==> config.mk <==
export PLATFORM = sky130hd
export DESIGN_NAME = hc148_key_debounce
export DESIGN_NICKNAME = d
export VERILOG_FILES = /design/src/rtl/hc148_key_debounce.sv
export SDC_FILE = /design/constraint.sdc
export NUM_CORES = 1
export LEC_CHECK = 0
export CAP_MARGIN = 20
export CORE_ASPECT_RATIO = 0.8
export CORE_MARGIN = 5
export CORE_UTILIZATION = 45
export CTS_BUF_LIST = sky130_fd_sc_hd__clkbuf_4 sky130_fd_sc_hd__clkbuf_8
export DETAILED_ROUTE_END_ITERATION = 16
export PLACE_DENSITY = 0.78
export SYNTH_ARGS = -nofsm -noshare
export SYNTH_HDL_FRONTEND = slang
export SYNTH_SLANG_ARGS = --single-unit
==> constraint.sdc <==
create_clock -name Clk -period 1.6 [get_ports Clk]
set_input_delay 0.32 -clock Clk [delete_from_list [all_inputs] [get_ports Clk]]
set_output_delay 0.32 -clock Clk [all_outputs]
set_load 0.02 [all_outputs]
==> src/rtl/hc148_key_debounce.sv <==
// Eight-channel synchroniser and debouncer feeding the HC148 priority encoder.
// Produces clean active-low levels plus one-cycle press/release pulses.
module hc148_key_debounce #(
   parameter int TICK_DIV     = 50000,
   parameter int STABLE_TICKS = 4
) (
   input  logic       Clk,
   input  logic       Reset,
   input  logic [7:0] KeyIn,
   output logic [7:0] DataOut,
   output logic [7:0] Press,
   output logic [7:0] Release,
   output logic       AnyDown
);

   localparam int PW = $clog2(TICK_DIV);
   localparam int CW = $clog2(STABLE_TICKS);
   localparam logic [PW-1:0] PMAX = PW'(TICK_DIV - 1);
   localparam logic [CW-1:0] CMAX = CW'(STABLE_TICKS - 1);

   logic [7:0]    s1;
   logic [7:0]    s2;
   logic [PW-1:0] pre;
   logic          tick;
   logic [CW-1:0] cnt     [8];
   logic [CW-1:0] cnt_nxt [8];
   logic [7:0]    out_nxt;
   logic [7:0]    press_nxt;
   logic [7:0]    rel_nxt;

   assign tick    = (pre == PMAX);
   assign AnyDown = ~&DataOut;

   // Agreement always wins, even on a tick, so a revert clears pending counts.
   always_comb begin
      cnt_nxt   = cnt;
      out_nxt   = DataOut;
      press_nxt = '0;
      rel_nxt   = '0;
      for (int i = 0; i < 8; i++) begin
         if (s2[i] == DataOut[i]) begin
            cnt_nxt[i] = '0;
         end else if (tick && cnt[i] == CMAX) begin
            out_nxt[i]   = s2[i];
            cnt_nxt[i]   = '0;
            press_nxt[i] = ~s2[i];
            rel_nxt[i]   = s2[i];
         end else if (tick) begin
            cnt_nxt[i] = cnt[i] + CW'(1);
         end
      end
   end

   always_ff @(posedge Clk) begin
      if (Reset) begin
         s1      <= 8'hFF;
         s2      <= 8'hFF;
         pre     <= '0;
         DataOut <= 8'hFF;
         Press   <= '0;
         Release <= '0;
         for (int i = 0; i < 8; i++) cnt[i] <= '0;
      end else begin
         s1      <= KeyIn;
         s2      <= s1;
         pre     <= tick ? '0 : pre + PW'(1);
         DataOut <= out_nxt;
         Press   <= press_nxt;
         Release <= rel_nxt;
         for (int i = 0; i < 8; i++) cnt[i] <= cnt_nxt[i];
      end
   end

endmodule

# After elaboration in Yosys (flattened, before gate mapping)
# Index checks and enable logic that the tools add are counted.
[totals]
ff_bits = 72
in_bits = 10
output_inout_bits = 25
word_cells = 120
[classes]
add_sub_neg = 9
n_eq_ne = 17
n_bitwise = 24
n_reduce_logical = 35
[ops]
columns = ["cell", "count"]
rows = [
  ["$reduce_or 3->1", 16],
  ["$not 1->1", 24],
  ["$add 16x1->16 const B", 1],
  ["$add 2x1->2 const B", 8],
  ["$eq 16x16->1 const B", 1],
  ["$eq 2x2->1 const B", 8],
  ["$reduce_and 2->1", 8],
  ["$eq 1x1->1", 8],
  ["$logic_and 1x1->1", 8],
  ["$reduce_and 8->1", 1],
  ["$reduce_or 2->1", 1],
  ["$logic_not 1->1", 1],
]

# Depth between registers and ports, before layout
# Gate-level depths: netlist (run 1).
[logic_depth]
ltp_word = 4
depth_mapped = 6
mapped_depth_nobuf = 5

# Worst setup path before layout (run 1)
# Ideal clock, no wire load.
[synth_timing]
kind = "flip-flop to flip-flop"
startpoint = "register pre[0]"
endpoint = "register cnt[8] (netlist bit)"
setup_ps = 70
arrival_ps = 1690
required_time_ps = 1530
setup_slack_ps = -159
stages_incl_launch_ff = 7
path_buffers = 1
path_cell_list = "dfxtp_1 -> ha_1 -> nand3_4 -> or2_4 -> buf_6 -> or4_1 -> a21oi_1"
[synth_via]
elab_chain_len = 3
[synth_lines]
columns = ["item", "line_no", "rtl"]
rows = [
  ["from (decl)", "23", "logic [PW-1:0] pre;"],
  ["from (signal assigned)", "66", "pre <= tick ? '0 : pre + PW'(1);"],
  ["$eq 16x16->1 (*)", "31", "assign tick = (pre == PMAX);"],
  ["$logic_and 1x1->1", "43", "end else if (tick && cnt[i] == CMAX) begin"],
  ["$reduce_or 3->1 (no source line)", "--", ""],
  ["to (decl)", "25", "logic [CW-1:0] cnt [8];"],
]
# Every way passes the cells marked *; elsewhere a longest branch is shown, timed or not.
# A chain may end at the register's enable or synchronous reset.

# Final worst setup path (run 1)
[layout_timing]
startpoint = "register DataOut[0]"
endpoint = "output port AnyDown"
[layout_via]
elab_chain_len = 2
[layout_lines]
columns = ["item", "line_no", "rtl"]
rows = [
  ["from (decl)", "10", "output logic [7:0] DataOut,"],
  ["from (signal assigned)", "67", "DataOut <= out_nxt;"],
  ["$reduce_and 8->1", "32", "assign AnyDown = ~&DataOut;"],
  ["$logic_not 1->1", "32", ""],
  ["to (decl)", "13", "output logic AnyDown"],
]
# Every way passes these cells.

==> metrics, run 1 <==
Critical Path Source Type=flop; first-pass GRT wire length=about 11 mm; placed cell area=3620 sq um; #FFs+latches synth=between 70 and 80; Die Ht=~82 um; grt ovf=0; Root Driver=clkbuf_8; final setup fails=9; die width=99.5 um; mean post-synth cell area=roughly 9.8 sq um; design area=between 4000 and 5000 sq um; n_diodes=0; initial antenna violation count=0; Port Buffers=34; most frequent cells in the layout=63 x dfxtp_1, 40 x buf_4, 20 x nor2_1; register area share after synthesis=50.0%; RSZ-0062 raised after global routing=yes; Max Slew Vio Count=0; CTS clk-pin slew, worst paths=0.08 ns; Mapped Cells=294; GRT Util Overall=about 18%; crit path capture type=primary output; die area=between 8000 and 9000 sq um; top cells by area, synth=dfxtp_1 50%, ha_1 3.9%, nor3_1 3.6%, xnor2_1 3.6%, or2_2 3.5%; Clock Latency Late Sink=roughly 0.36 ns; maxcap violations=0; Hold Crit Class=flop to flop; met3 WL=568 um; Setup CP Type=flop to primary output; FP Rows=26; Routed WL per cell=between 10 and 15 um; met2 routed WL=approximately 3.3 mm; Critical Path RT=about 1.3 ns; failing checks=setup timing; DRC viols=0; Distinct cells, synth=36; Ports=35; post-layout min period=approximately 1.7 ns; RePlAce Congestion=about 0.84; Fin Setup TNS=-0.532 ns; dpl hpwl=approximately 4.5 mm; top-area cell type share of the netlist area=between 50% and 60%; pin count of the biggest net entering global routing=23; htree depth=3; Num CTS Buffers=9; synth warn=0; final core utilization=about 65%; First DRT Iteration DRCs=138; Worst VDD drop=roughly 0.7 mV; Met1 Wirelength=between 2 and 3 mm; CTS tree=yes; CP arrival=approximately 1.4 ns; final worst setup slack=-0.122 ns; syn nets=313; P_leak=between 1.5 and 2 nW; leading cell type in the layout, fill and taps excluded=dfxtp_1; Layout Nets=about 400; Fmax=approximately 0.58 GHz; core region area=6310 sq um; outcome=finished with violations; period utilisation layout=108%; # hold bufs at CTS=0; synth-to-layout area growth=41.4%; dpl ws=-0.168 ns; vias in the first global route=~2,400; worst-margin pin slew=approximately 0.40 ns; largest area contributor in the netlist=dfxtp_1; skew final=0.0102 ns; fraction of layout cells with a size suffix above 1=33.9%; uppermost layer routed=met4; clock sinks=between 70 and 80; pwr/cell area=around 880 nW/um^2; final antenna-violating net count=0; vias per cell=around 5.4; Layout fillers=487; normalized max-slew margin=~74%; maximum fanout along the worst path=2; cell area after synthesis=between 2000 and 3000 sq um; Initial Util=between 40% and 50%; drt total wl=between 6 and 7 mm; DR pass1 iterations=4; buffer depth of the longest clock path=2; Via Count=about 2,500; Final Hold Vio Count=0
==> where the power goes <==
group / switching (mW) / internal, mW / total, mW / leakage, nW
logic: 0.0476 / 0.0694 / 0.117 / 1.00
clock network: 0.727 / 0.893 / 1.62 / 0.110
registers: 0.0211 / 1.82 / 1.84 / 0.584
==> layer usage <==
metal	global-route usage, %	vias to the layer above
met2	29.4	94
met5	0	-
met4	8.59	0
li1	-	1213
met3	4.67	25
met1	21.7	1173
==> final cells by class <==
class                      instances  area (sq um)  share of cell area [%]
clock buffer                       9           124                    3.04
sequential                        72          1450                    35.6
timing repair buffer              83           754                    18.5
clock inverter                     7           103                    2.52
inverter                          15          56.3                    1.38
multi-input combinational        197          1480                    36.3
tap                               84           105                    2.58
==> synthesized netlist by cell type, drive strengths merged <==
cell / number
a21o: 7
a21oi: 17
a311o: 2
a31o: 1
a31oi: 2
a41o: 6
and4: 1
buf: 5
clkbuf: 7
dfxtp: 72
ha: 9
inv: 15
nand2: 5
nand2b: 7
nand3: 13
nand4: 5
nand4b: 8
nor2: 21
nor3: 21
nor4: 5
nor4b: 1
o21ai: 16
or2: 17
or2b: 1
or4: 9
xnor2: 12
xor2: 9
==> flip-flops by register name, summed over array words and instances, names as in the netlist <==
| name | flops |
|---|---|
| DataOut | 8 |
| Press | 8 |
| Release | 8 |
| cnt | 16 |
| pre | 16 |
| s1 | 8 |
| s2 | 8 |
==> worst paths after layout <==
path | from | end | slack, ns | cells past startpoint
hold / removal | s1[6]$_SDFF_PP1_ | s2[6]$_SDFF_PP1_ | 0.41 | 1
setup / recovery | DataOut[0]$_SDFFE_PP1P_ | AnyDown | -0.12 | 3
setup reg to reg | pre[5]$_SDFF_PP0_ | cnt[10]$_SDFFE_PP0N_ | -0.08 | 5
hold reg to reg | s1[6]$_SDFF_PP1_ | s2[6]$_SDFF_PP1_ | 0.41 | 1
==> metrics by stage <==
| stage | hold WS (ns) | cells | power, mW |
|---|---|---|---|
| 3_3_place_gp | 0.391 | 443 | 1.99 |
| 5_1_grt | 0.420 | 467 | 3.70 |
| 3_5_place_dp | 0.395 | 443 | 1.99 |
| 4_1_cts | 0.414 | 465 | 3.59 |
| 6_report | 0.412 | 467 | 3.57 |
| 2_1_floorplan | 0.389 | 294 | 1.94 |
==> timing repair <==
item / CTS / global route
setup endpoints to repair: 27 / 55
gates resized for setup: 33 / 47
endpoints found under the hold margin: 0 / 0
pin swaps: 9 / 14
buffers inserted: 3 / 2
gates cloned: 3 / 0
==> cells by family (layout without fill, tap and decap cells) <==
| logic type | Yosys count | in the layout | synth area share (%) |
|---|---|---|---|
| AO/OA/AOI/OAI | 51 | 51 | 11.1 |
| XOR/XNOR | 21 | 21 | 6.38 |
| buffers and inverters | 27 | 114 | 4.08 |
| flip-flops | 72 | 72 | 50.0 |
| adder cells (fa/ha/maj) | 9 | 9 | 3.91 |
| AND/OR/NAND/NOR | 114 | 116 | 24.6 |
==> critical path, stage by stage (launching register included) <==
cell     delay [ns]
dfxtp_2        0.34
inv_2          0.04
or4_4          0.52
buf_6          0.14
Power figures use the tool's default switching activity.
==> run 2, diff against run 1 <==
Settings changed: PLACE_DENSITY 0.78 to 0.76.
Clock period 1.6 ns to 1.7 ns, I/O delays scaled along.
==> metrics, run 2 (synthesis results as in run 1) <==
outcome=finished with violations; failing checks=setup timing; First DRT Iteration DRCs=180; Hold Crit Class=flop to flop; crit path capture type=primary output; total power=approximately 3.2 mW; dpl ws=-0.102 ns; Critical Path Slowest Stage Cell=or4_4; synth-to-layout area growth=37.2%; post-layout min period=roughly 1.7 ns; die area=roughly 8000 sq um; Routed WL per cell=between 15 and 20 um; Fin Setup TNS=-0.286 ns; crit path from=DataOut[0]$_SDFFE_PP1P_; Final Hold Vio Count=0; Clock Latency Late Sink=0.36 ns; CTS clk-pin slew, worst paths=roughly 0.080 ns; normalized max-slew margin=between 70% and 80%; Root Driver=clkbuf_8; maximum fanout along the worst path=2; initial antenna violation count=0; P_leak=~1.5 nW; maxcap violations=0; fraction of layout cells with a size suffix above 1=between 20% and 30%; leading cell type in the layout, fill and taps excluded=dfxtp_1; Levels on crit path=3; CP arrival=~1.4 ns; # hold bufs at CTS=0; DR pass1 iterations=4; vias in the first global route=between 2,000 and 2,500; pin count of the biggest net entering global routing=26; final antenna-violating net count=0; multi-input logic area=1440 sq um; Initial Util=between 40% and 50%; crit-path cells=inv_1, or4_4, buf_6; CTS tree=yes; Die Ht=between 80 and 90 um; Port Buffers=34; DRC viols=0; clock sinks=about 70; Num CTS Buffers=9; drt total wl=7.16 mm; first-pass GRT wire length=~11 mm; final worst setup slack=-0.0428 ns; skew final=0.00991 ns; period utilisation layout=103%; final setup fails=11; sequential cell area=~1500 sq um; pwr/cell area=roughly 810 nW/um^2; dpl hpwl=4.26 mm; Reg2Reg Setup Slack=-0.04 ns; reg2reg end=DataOut[5]$_SDFFE_PP1P_; uppermost layer routed=met4; Setup CP Type=flop to primary output; grt ovf=0; Critical Path Source Type=flop; Met1 Wirelength=approximately 3.1 mm; FF-to-FF Start=pre[5]$_SDFF_PP0_; R2R depth=6; met2 routed WL=approximately 3.5 mm; die width=around 100 um; Layout Nets=just under 400; Max Slew Vio Count=0; Layout fillers=498; Max stage delay on crit path=approximately 0.51 ns; WP buf/inv=2; RePlAce Congestion=approximately 0.78; CP endpoint=AnyDown; GRT Util Overall=between 15 and 20%; n_diodes=0; Via Count=~2,500; met3 WL=roughly 450 um; most frequent cells in the layout=61 x dfxtp_1, 29 x buf_4, 25 x clkdlybuf4s50_1; biggest regs=cnt (16), pre (16); FP Rows=26; core region area=6310 sq um; Ports=35; RSZ-0062 raised after global routing=yes; buffer depth of the longest clock path=2; Worst Hold Slack=0.413 ns; worst-margin pin slew=~0.36 ns; vias per cell=5.38; Crit path max-delay family=simple AND/OR/NAND/NOR gates; Critical Path RT=around 1.4 ns; htree depth=3; Worst VDD drop=0.700 mV; Fmax=0.574 GHz
==> run 2: worst min-delay path by stage <==
stage	start	end	slack (ns)	depth (start not counted)
2_1_floorplan	s1[0]$_SDFF_PP1_	s2[0]$_SDFF_PP1_	0.39	1
6_report	s1[5]$_SDFF_PP1_	s2[5]$_SDFF_PP1_	0.41	1
3_3_place_gp	s1[5]$_SDFF_PP1_	s2[5]$_SDFF_PP1_	0.39	1
4_1_cts	s1[5]$_SDFF_PP1_	s2[5]$_SDFF_PP1_	0.41	1
3_5_place_dp	s1[1]$_SDFF_PP1_	s2[1]$_SDFF_PP1_	0.40	1
5_1_grt	s1[1]$_SDFF_PP1_	s2[1]$_SDFF_PP1_	0.42	1
==> run 2: power by group <==
| part | switching (mW) | internal (mW) |
|---|---|---|
| logic | 0.0415 | 0.0592 |
| registers | 0.0219 | 1.71 |
| clock network | 0.682 | 0.691 |
| total | 0.746 | 2.46 |
==> run 2: what timing repair did <==
| action | CTS | global route |
|---|---|---|
| cloned | 2 | 3 |
| pin swaps | 4 | 15 |
| hold endpoints to repair | 0 | 0 |
| gates resized for setup | 26 | 18 |
| endpoints found under the setup margin | 15 | 22 |
| buffers inserted | 1 | 7 |
==> run 2: metrics by stage <==
step                      util (%)  cell area, sq um  instances
final                         62.6              3950        455
after global routing          62.6              3950        455
after CTS                     59.6              3760        445
after detailed placement      55.9              3530        426
after global placement        55.9              3530        426
after floorplan                  -              2900        294
==> run 2: metal layers <==
metal	vias to the layer above	GRT usage [%]
li1	1194	-
met1	1160	22.1
met2	81	26.7
met3	15	4.33
met4	0	7.37
met5	-	0
==> run 2: final cells by class <==
| cell class | count | area share (%) |
|---|---|---|
| tap | 84 | 2.66 |
| clock buffer | 9 | 3.13 |
| sequential | 72 | 36.8 |
| multi-input combinational | 197 | 36.4 |
| timing repair buffer | 71 | 17.6 |
| inverter | 15 | 1.42 |
| clock inverter | 7 | 2.03 |
==> run 2: worst register-to-register path, cell delays in order, from the launching register on <==
cell and delay, ns:
dfxtp_2 0.35, nor4_4 0.37, buf_4 0.18, nor4b_4 0.25, buf_2 0.25, a41o_1 0.20, a21o_1 0.09
